===== config.mk =====
export PLATFORM = sky130hd
export DESIGN_NAME = wb_sum_sequencer
export DESIGN_NICKNAME = d
export VERILOG_FILES = /design/src/rtl/wb_sum_sequencer.sv
export SDC_FILE = /design/constraint.sdc
export NUM_CORES = 1
export LEC_CHECK = 0
export CORE_MARGIN = 5
export CORE_UTILIZATION = 65
export CTS_BUF_LIST = sky130_fd_sc_hd__clkbuf_4
export DETAILED_ROUTE_END_ITERATION = 12
export PLACE_DENSITY = 0.84
export SLEW_MARGIN = 5
export SYNTH_ARGS = -nofsm -noshare
export SYNTH_HDL_FRONTEND = slang
export SYNTH_SLANG_ARGS = --single-unit

===== constraint.sdc =====
create_clock -name wb_clk_i -period 14.2 [get_ports wb_clk_i]
set_clock_uncertainty 0.2 [all_clocks]
set_input_delay 2.84 -clock wb_clk_i [delete_from_list [all_inputs] [get_ports wb_clk_i]]
set_output_delay 2.84 -clock wb_clk_i [all_outputs]
set_load 0.005 [all_outputs]

===== src/rtl/wb_sum_sequencer.sv =====
// wb_sum_sequencer
//   Wishbone slave that queues 32-bit operands in a FIFO and, on a start
//   command, sums them one per cycle into a wrapping 32-bit accumulator.
//   It reports the result, operand count, overflow and FIFO status through
//   registers, and raises a done interrupt.
//
// Ports
//   wb_clk_i   : clock
//   wb_rst_i   : asynchronous active-high reset
//   wbs_stb_i  : strobe
//   wbs_cyc_i  : cycle
//   wbs_we_i   : write enable
//   wbs_sel_i  : byte selects; writes act only when all four are set
//   wbs_dat_i  : write data
//   wbs_adr_i  : byte address; [31:28] selects the block, [7:2] the register
//   wbs_ack_o  : registered single-cycle acknowledge
//   wbs_dat_o  : registered read data, held between reads
//   irq        : irq[0] = done & irq_en, irq[2:1] = 0
//
// Register map (word offsets)
//   0 CTRL   W: [0] start, [1] clear, [2] irq_en   R: {29'b0, irq_en, 2'b0}
//   1 STATUS R: [0] busy, [1] done, [2] full, [3] empty, [9:4] level,
//               [10] ovf, [11] err
//   2 PUSH   W: enqueue operand                    R: 0
//   3 RESULT R: accumulator
//   4 COUNT  R: operands summed since last start/clear
module wb_sum_sequencer #(
    parameter int         FIFO_DEPTH  = 16,
    parameter logic [3:0] BASE_NIBBLE = 4'h3
) (
    input  logic        wb_clk_i,
    input  logic        wb_rst_i,
    input  logic        wbs_stb_i,
    input  logic        wbs_cyc_i,
    input  logic        wbs_we_i,
    input  logic [3:0]  wbs_sel_i,
    input  logic [31:0] wbs_dat_i,
    input  logic [31:0] wbs_adr_i,
    output logic        wbs_ack_o,
    output logic [31:0] wbs_dat_o,
    output logic [2:0]  irq
);

    localparam int AW = $clog2(FIFO_DEPTH);
    localparam logic [AW-1:0] PTR_ONE   = 1;
    localparam logic [AW:0]   LVL_ONE   = 1;
    localparam logic [AW:0]   LVL_FULL  = FIFO_DEPTH[AW:0];

    typedef enum logic [1:0] {IDLE, RUN, DONE} state_t;

    state_t        state;
    logic [31:0]   mem [FIFO_DEPTH];
    logic [AW-1:0] wptr, rptr;
    logic [AW:0]   level;
    logic [31:0]   acc, count;
    logic          done, ovf, err, irq_en;

    // Address bits outside the window nibble and word offset are don't-care.
    logic unused_adr;
    assign unused_adr = ^{wbs_adr_i[27:8], wbs_adr_i[1:0]};

    // An access is taken only when no ack is pending, so a held request is
    // acted on once and acked every second cycle.
    logic       valid, wr_ok, ctrl_wr, cmd_start, cmd_clear, push_req;
    logic       push_ok, pop, fifo_full, fifo_empty;
    logic [5:0] offset;
    logic [32:0] sum;

    assign valid      = wbs_cyc_i & wbs_stb_i & (wbs_adr_i[31:28] == BASE_NIBBLE) & ~wbs_ack_o;
    assign offset     = wbs_adr_i[7:2];
    assign wr_ok      = valid & wbs_we_i & (wbs_sel_i == 4'hF);
    assign ctrl_wr    = wr_ok & (offset == 6'd0);
    assign cmd_clear  = ctrl_wr & wbs_dat_i[1];
    assign cmd_start  = ctrl_wr & wbs_dat_i[0] & ~wbs_dat_i[1];  // clear wins
    assign push_req   = wr_ok & (offset == 6'd2);
    assign fifo_full  = (level == LVL_FULL);
    assign fifo_empty = (level == '0);
    assign push_ok    = push_req & ~fifo_full;
    assign pop        = (state == RUN) & ~fifo_empty;
    assign sum        = {1'b0, acc} + {1'b0, mem[rptr]};

    assign irq = {2'b00, done & irq_en};

    logic [31:0] rdata;
    always_comb begin
        rdata = 32'h0;
        case (offset)
            6'd0: rdata = {29'b0, irq_en, 2'b0};
            6'd1: rdata = {20'b0, err, ovf, 6'(level), fifo_empty, fifo_full,
                           done, state == RUN};
            6'd3: rdata = acc;
            6'd4: rdata = count;
            default: rdata = 32'h0;
        endcase
    end

    // Operand storage needs no reset; the pointers define what is valid.
    always_ff @(posedge wb_clk_i) begin
        if (push_ok) mem[wptr] <= wbs_dat_i;
    end

    always_ff @(posedge wb_clk_i or posedge wb_rst_i) begin
        if (wb_rst_i) begin
            state     <= IDLE;
            wptr      <= '0;
            rptr      <= '0;
            level     <= '0;
            acc       <= 32'h0;
            count     <= 32'h0;
            done      <= 1'b0;
            ovf       <= 1'b0;
            err       <= 1'b0;
            irq_en    <= 1'b0;
            wbs_ack_o <= 1'b0;
            wbs_dat_o <= 32'h0;
        end else begin
            wbs_ack_o <= valid;
            if (valid && !wbs_we_i) wbs_dat_o <= rdata;
            if (ctrl_wr) irq_en <= wbs_dat_i[2];

            if (cmd_clear) begin
                state <= IDLE;
                wptr  <= '0;
                rptr  <= '0;
                level <= '0;
                acc   <= 32'h0;
                count <= 32'h0;
                done  <= 1'b0;
                ovf   <= 1'b0;
                err   <= 1'b0;
            end else begin
                if (push_ok) wptr <= wptr + PTR_ONE;
                if (push_req && fifo_full) err <= 1'b1;
                if (pop) rptr <= rptr + PTR_ONE;
                case ({push_ok, pop})
                    2'b10:   level <= level + LVL_ONE;
                    2'b01:   level <= level - LVL_ONE;
                    default: level <= level;
                endcase

                case (state)
                    IDLE, DONE: begin
                        if (cmd_start) begin
                            state <= RUN;
                            acc   <= 32'h0;
                            count <= 32'h0;
                            ovf   <= 1'b0;
                            done  <= 1'b0;
                        end
                    end
                    RUN: begin
                        // A start here is ignored; the run ends on the first
                        // cycle the FIFO is seen empty.
                        if (!fifo_empty) begin
                            acc   <= sum[31:0];
                            count <= count + 32'd1;
                            if (sum[32]) ovf <= 1'b1;
                        end else begin
                            state <= DONE;
                            done  <= 1'b1;
                        end
                    end
                    default: state <= IDLE;
                endcase
            end
        end
    end

endmodule


==> impl_metrics.yaml, run 1 <==
route:
  drt-total-wl_um: 59070
  wire_per_inst_um: 23.27
  viasPerCell: 6.400
  drt_iter0_drc: 1850
  dr.pass1.iters: 7
  ant_nets: 0
  drc: 0
  via_count: 16250
synth:
  synth_top_family_by_area: "multiplexers"
  yosysUniqueCellTypes: 67
  syn_area_um2: 26560
  synthSimpleGateAreaFrac_pct: 5.977
  synth-seq-area-share_pct: 68.81
  ys_warn_count: 0
  synthCells: 1727
  yosys-top-cells-area: "edfxtp_1, dfrtp_1, mux4_2"
  synth-adder-area-share_pct: 2.082
  async_flop_share_pct: 18.47
  synth_xor_area_share_pct: 1.879
  postSynthAreaPerCell_um2: 15.38
  synth.top_cell.area_share_pct: 57.88
  ys.flop_type: "edfxtp_1"
  synth_compound_area_share_pct: 9.062
  synth_top_cell_by_area: "edfxtp_1"
  synthMuxAreaShare_pct: 10.56
  ys_seq_elements: 628
  synth-edff-count: 512
die:
  dieWidth_um: 212.2
  core-area_um2: 40650
  dieArea_um2: 45010
  die_h_um: 212.2
  rows: 74
  initial_core_util_pct: 65.35
  io_pins: 109
sta:
  setup_viol: 0
  min_period_ps: 6573
  setup_tns_ps: 0
  relSlewSlack_pct: 15.15
  drv_slew: 0
  max_freq_mhz: 152.1
  rsz0062_at_grt: "false"
  fin_hold_ws_ps: 323.6
  worst_pin_slew_ps: 1270
  finalHoldViolations: 0
  fin_crit_sh_pct: 46.29
  finalWorstSetupSlack_ps: 7627
clock_tree:
  cts_tree: "built"
  postCtsHoldBufs: 0
  cts_resized: 0
  insertion_delay_ps: 870
  root_buffer: "clkbuf_4"
  cts_sinks: 628
  clockBufferDepth: 3
  numCtsBuffers: 151
  h-tree-depth: 4
  cts_setup_buffers: 0
  cts.reportedPaths.clkPinSlew_ps: 60
global_route:
  grt_pass1_vias: 16680
  grt_pass1_wl_um: 91450
  grt_use_total_pct: 26.73
  gr-total-overflow: 0
  grt_max_degree: 84
  antenna_found_initial: 7
worst_setup_path:
  crit_type: "flip-flop to flip-flop"
  endpoint_kind: "flip-flop"
  cp.required_ps: 14710
  crit_path_cell_trace: "buf_4, buf_4, mux2_2, o21ai_0, a21oi_1, a22oi_1, nand2_1, ha_1, o211ai_1, o211ai_1, nand3_1, a22oi_2, a21oi_1, o211a_1, o21ai_0, a211oi_1, a211o_1"
  start_kind: "flip-flop"
  cp_data_arrival_time_ps: 7090
  crit_slowest_cell: "dfrtp_4"
  worstPathMaxFanout: 54
  cpPeakStageDelay_ps: 950
power:
  peakVddDrop_mv: 0.1343
  p_total_mw: 6.218
  p_per_area_nw_per_um2: 208.0
  p_leak_nw: 10.79
layout:
  fin_cells: 2539
  utilization_pct: 73.56
  final_area_um2: 29900
  layout-drive-gt1-share_pct: 18.83
  num-nets-final: 2012
  area_growth_pct: 12.55
  fillers: 2414
status:
  outcome: "finished, final reports clean"
placement:
  dp.cells: 2275
  dp_slack_ps: 7715
  numPortBuffers: 84
  place_congestion: 0.9310
  dp_hpwl_um: 32450
  dpl-instance-area_um2: 27930
run:
  cap_viol_max_count: 0
worst_hold_path:
  hold_path.class: "flip-flop to flip-flop"
==> logic make-up (layout without fill, tap and decap cells) <==
family | Yosys count | in the layout
multiplexers | 197 | 197
AO/OA/AOI/OAI | 365 | 365
AND/OR/NAND/NOR | 325 | 325
other | 1 | 7
buffers and inverters | 111 | 385
XOR/XNOR | 57 | 57
adder cells (fa/ha/maj) | 43 | 43
flip-flops | 628 | 628
==> per-layer routing <==
layer  track usage (%)  routed length [µm]  vias to the layer above
met4             12.37                2108                        4
li1                  -                   -                     7194
met3             6.507                5447                      174
met2             43.49               29260                      930
met5                 0                  28                        -
met1             34.61               22230                     7947
==> layout by cell type, fill, tap and decap left out, drive strengths merged, types with 6 or more instances in the layout <==
cell type,synthesis,final
a222oi,10,10
clkdlybuf4s50,0,84
nand2,99,99
nand4,13,13
and2,23,23
nor3,14,14
nor2,96,96
nor2b,8,8
a22o,28,28
mux2i,108,108
and3,8,8
buf,30,20
inv,22,24
o21ai,88,88
a221oi,33,33
xnor2,31,31
edfxtp,512,512
a21o,15,15
clkbuf,59,215
mux4,64,64
ha,41,41
a211oi,7,7
dfrtp,116,116
bufinv,0,6
a22oi,54,54
a21oi,102,102
or3,12,12
xor2,26,26
clkinv,0,33
mux2,25,25
nand2b,7,7
nand3,25,25
==> final cells by class <==
type / instances / area (µm²) / area share [%]
diodes: 5 / 12.51 / 0.04185
multi-input cells: 989 / 7904 / 26.44
flip-flops and latches: 628 / 18280 / 61.15
clock inverters: 44 / 342.8 / 1.147
clock buffers: 215 / 1614 / 5.398
inverters: 22 / 85.08 / 0.2846
repair buffers: 104 / 991.0 / 3.314
well taps: 532 / 665.6 / 2.226
==> critical path: cells and delay by family, from the launching register on <==
kind            cells  cell delay (ps)
compound gates     11             2360
fa+ha+maj           1              360
buf+inv             2             1660
flops               1              950
mux                 1              420
simple gates        2              340
==> final timing paths <==
path | startpoint | end | slack, ps | cells after the start
max | rptr[0]$_DFFE_PP0P_ | acc[25]$_DFFE_PP0P_ | 7630 | 17
min | wbs_dat_o[15]$_DFFE_PP0P_ | wbs_dat_o[15]$_DFFE_PP0P_ | 320 | 2
max reg2reg | rptr[0]$_DFFE_PP0P_ | acc[25]$_DFFE_PP0P_ | 7630 | 17
min reg2reg | wbs_dat_o[15]$_DFFE_PP0P_ | wbs_dat_o[15]$_DFFE_PP0P_ | 320 | 2
max in group asynchronous | wb_rst_i | wbs_dat_o[26]$_DFFE_PP0P_ | 10250 | 3
min in group asynchronous | wb_rst_i | wbs_dat_o[5]$_DFFE_PP0P_ | 2160 | 2
==> sequential cells by signal, indices dropped and copies added, names as in the netlist <==
| name | flops |
|---|---|
| mem | 512 |
| acc | 32 |
| count | 32 |
| wbs_dat_o | 32 |
| level | 5 |
| rptr | 4 |
| wptr | 4 |
| state | 2 |
| done | 1 |
| err | 1 |
| irq_en | 1 |
| ovf | 1 |
| wbs_ack_o | 1 |
==> power by group <==
part	switching [mW]	internal, mW
clock network	0.687	0.804
logic	1.44	1.06
registers	0.140	2.09
==> Yosys cell counts, types with 3 or more instances <==
library cell    n
buf_1          22
and3_1          8
mux4_2         64
buf_2           6
mux2i_1       108
clkbuf_1       59
nor2_1         94
nand2b_1        7
dfrtp_1       116
ha_1           41
mux2_2         25
a31oi_1         4
a22o_1         28
a222oi_1       10
o211ai_1        5
xor2_1         26
and4_1          4
edfxtp_1      512
nor3_1         12
inv_1          22
a21o_1         15
nor2b_1         8
a211oi_1        7
nand2_1        99
a211o_1         3
o21ai_0        87
nand4_1        12
and2_1         23
a22oi_1        53
a21oi_1       102
xnor2_1        31
nand3_1        25
a221oi_1       32
or3_1          12
(Power assumes the default switching activity.)
==> run 2, diff against run 1 <==
- CORE_UTILIZATION: 65 -> 57
- PLACE_DENSITY: 0.84 -> 0.78
- clock period: 14.2 -> 5.8 ns (I/O delays scaled with it)
==> run 2 against run 1 <==
Die area rose by 13%. Hold slack improved by 0.64 ps. Utilization fell by 8.4 points. Via count fell by 0.14%. Critical path depth fell by 1. Count of clock-buffer cells in the layout fell by 10. Cell area rose by 1.1%. Register-to-register slack got worse by 6700 ps. Sequential share of layout area fell by 0.66 points. Total power rose by 140%. Global-route usage fell by 3.3 points. Worst setup slack got worse by 6700 ps.
==> impl_metrics.yaml, run 2 (same netlist as run 1, synthesis figures left out) <==
clock_tree:
  cts_setup_buffers: 0
  postCtsHoldBufs: 0
  cts_sinks: 628
  cts.reportedPaths.clkPinSlew_ps: 80
  numCtsBuffers: 155
  h-tree-depth: 4
  clockBufferDepth: 3
  root_buffer: "clkbuf_4"
  cts_resized: 0
  cts_tree: "built"
  insertion_delay_ps: 1010
layout:
  layout-drive-gt1-share_pct: 19.67
  fillers: 3179
  fin_cells: 2640
  utilization_pct: 65.21
  final_cell_mix: "edfxtp_1, clkbuf_4, dfrtp_1, mux2i_1, a21oi_1"
  area_growth_pct: 13.80
  largest_reg_flops: 512
  num-nets-final: 2045
  final_common_cell: "edfxtp_1"
  top_register: "mem"
sta:
  fin_crit_sh_pct: 84.53
  setup_tns_ps: 0
  worst_pin_slew_ps: 1233
  setup_viol: 0
  finalWorstSetupSlack_ps: 897.4
  max_freq_mhz: 204.0
  min_period_ps: 4903
  finalHoldViolations: 0
  drv_slew: 0
  rsz0062_at_grt: "false"
  relSlewSlack_pct: 17.60
die:
  rows: 79
  io_pins: 109
  dieArea_um2: 51020
  dieWidth_um: 225.9
  die_h_um: 225.9
  core-area_um2: 46360
  initial_core_util_pct: 57.30
route:
  wire_per_inst_um: 22.38
  via_count: 16230
  viasPerCell: 6.147
  dr.pass1.iters: 6
  drt_iter0_drc: 1744
  drc: 0
  ant_nets: 0
  drt-total-wl_um: 59100
power:
  p_leak_nw: 10.92
  p_per_area_nw_per_um2: 500.8
  peakVddDrop_mv: 0.3222
worst_setup_path:
  worstPathMaxFanout: 32
  r2r_start: "rptr[0]$_DFFE_PP0P_"
  crit_type: "flip-flop to flip-flop"
  start_kind: "flip-flop"
  cp.required_ps: 6550
  endpoint_kind: "flip-flop"
  startpoint: "rptr[0]$_DFFE_PP0P_"
  cp_data_arrival_time_ps: 5650
run:
  cap_viol_max_count: 0
global_route:
  grt_max_degree: 65
  grt_use_total_pct: 23.41
  antenna_found_initial: 4
  grt_pass1_wl_um: 90620
  gr-total-overflow: 0
  grt_pass1_vias: 16360
placement:
  numPortBuffers: 84
  dp_slack_ps: 957.1
  place_congestion: 0.8841
  dp.cells: 2379
  dp_hpwl_um: 35970
status:
  outcome: "finished, final reports clean"
worst_hold_path:
  worstHoldStart: "wbs_dat_o[0]$_DFFE_PP0P_"
  hold_path.class: "flip-flop to flip-flop"
## run 2: changes by cell type in the layout (fill, tap and decap cells not counted), moves of 2 or more
cell | previous run | this run
buf_4 | 20 | 39
inv_6 | 0 | 2
clkinv_1 | 29 | 33
bufinv_16 | 6 | 3
inv_2 | 2 | 4
buf_12 | 0 | 10
clkbuf_4 | 215 | 205
## run 2: power by group
group / total (mW) / internal [mW] / switching [mW]
combinational: 6.20 / 2.67 / 3.53
sequential: 5.47 / 5.11 / 0.357
clock: 3.47 / 1.78 / 1.69
total: 15.1 / 9.56 / 5.58
## run 2: layer usage
layer	part of all wire (%)	routed length [µm]	track usage [%]
met5	0.054	32	0
met4	2.0	1194	8.278
met3	8.8	5199	5.576
met2	50	29650	38.99
met1	39	23020	30.53
## run 2: through the flow
step | area [µm²] | power (mW) | hold slack (ps)
floorplan | 26570 | 9.985 | 265.5
global placement | 28370 | 11.43 | 305.3
detailed placement | 28370 | 11.65 | 307.4
CTS | 30220 | 15.14 | 321.7
global route | 30220 | 16.04 | 340.5
finish | 30230 | 15.14 | 324.3
## run 2: worst paths after layout
path	cells after the start	slack (ps)	endpoint
hold / removal	2	320	wbs_dat_o[0]$_DFFE_PP0P_
setup reg to reg	16	900	acc[25]$_DFFE_PP0P_
min in group asynchronous	2	450	wbs_dat_o[31]$_DFFE_PP0P_
hold reg to reg	2	320	wbs_dat_o[0]$_DFFE_PP0P_
max in group asynchronous	3	4000	acc[22]$_DFFE_PP0P_
setup / recovery	16	900	acc[25]$_DFFE_PP0P_
## run 2: final cells by class
class | instances | area (µm²) | area share, %
Timing Repair Buffer | 133 | 1334 | 4.412
Inverter | 22 | 85.08 | 0.2815
Tap cell | 607 | 759.5 | 2.512
Antenna cell | 5 | 12.51 | 0.04139
Clock inverter | 51 | 309.0 | 1.022
Multi-Input combinational cell | 989 | 7904 | 26.15
Sequential cell | 628 | 18290 | 60.49
Clock buffer | 205 | 1539 | 5.091
## run 2: worst max-delay path, stage by stage, from the launching register on
cell     delay [ps]
dfrtp_4         780
buf_12          330
mux2_2          360
o21ai_0         160
a21oi_1         100
a22oi_1         240
nand2_1         200
ha_1            430
and3_1          280
and4_1          230
nand3_1         140
a22oi_2         370
a21oi_1         160
o211a_1         300
nor3b_1         160
nor4b_1         270
a211o_1         150
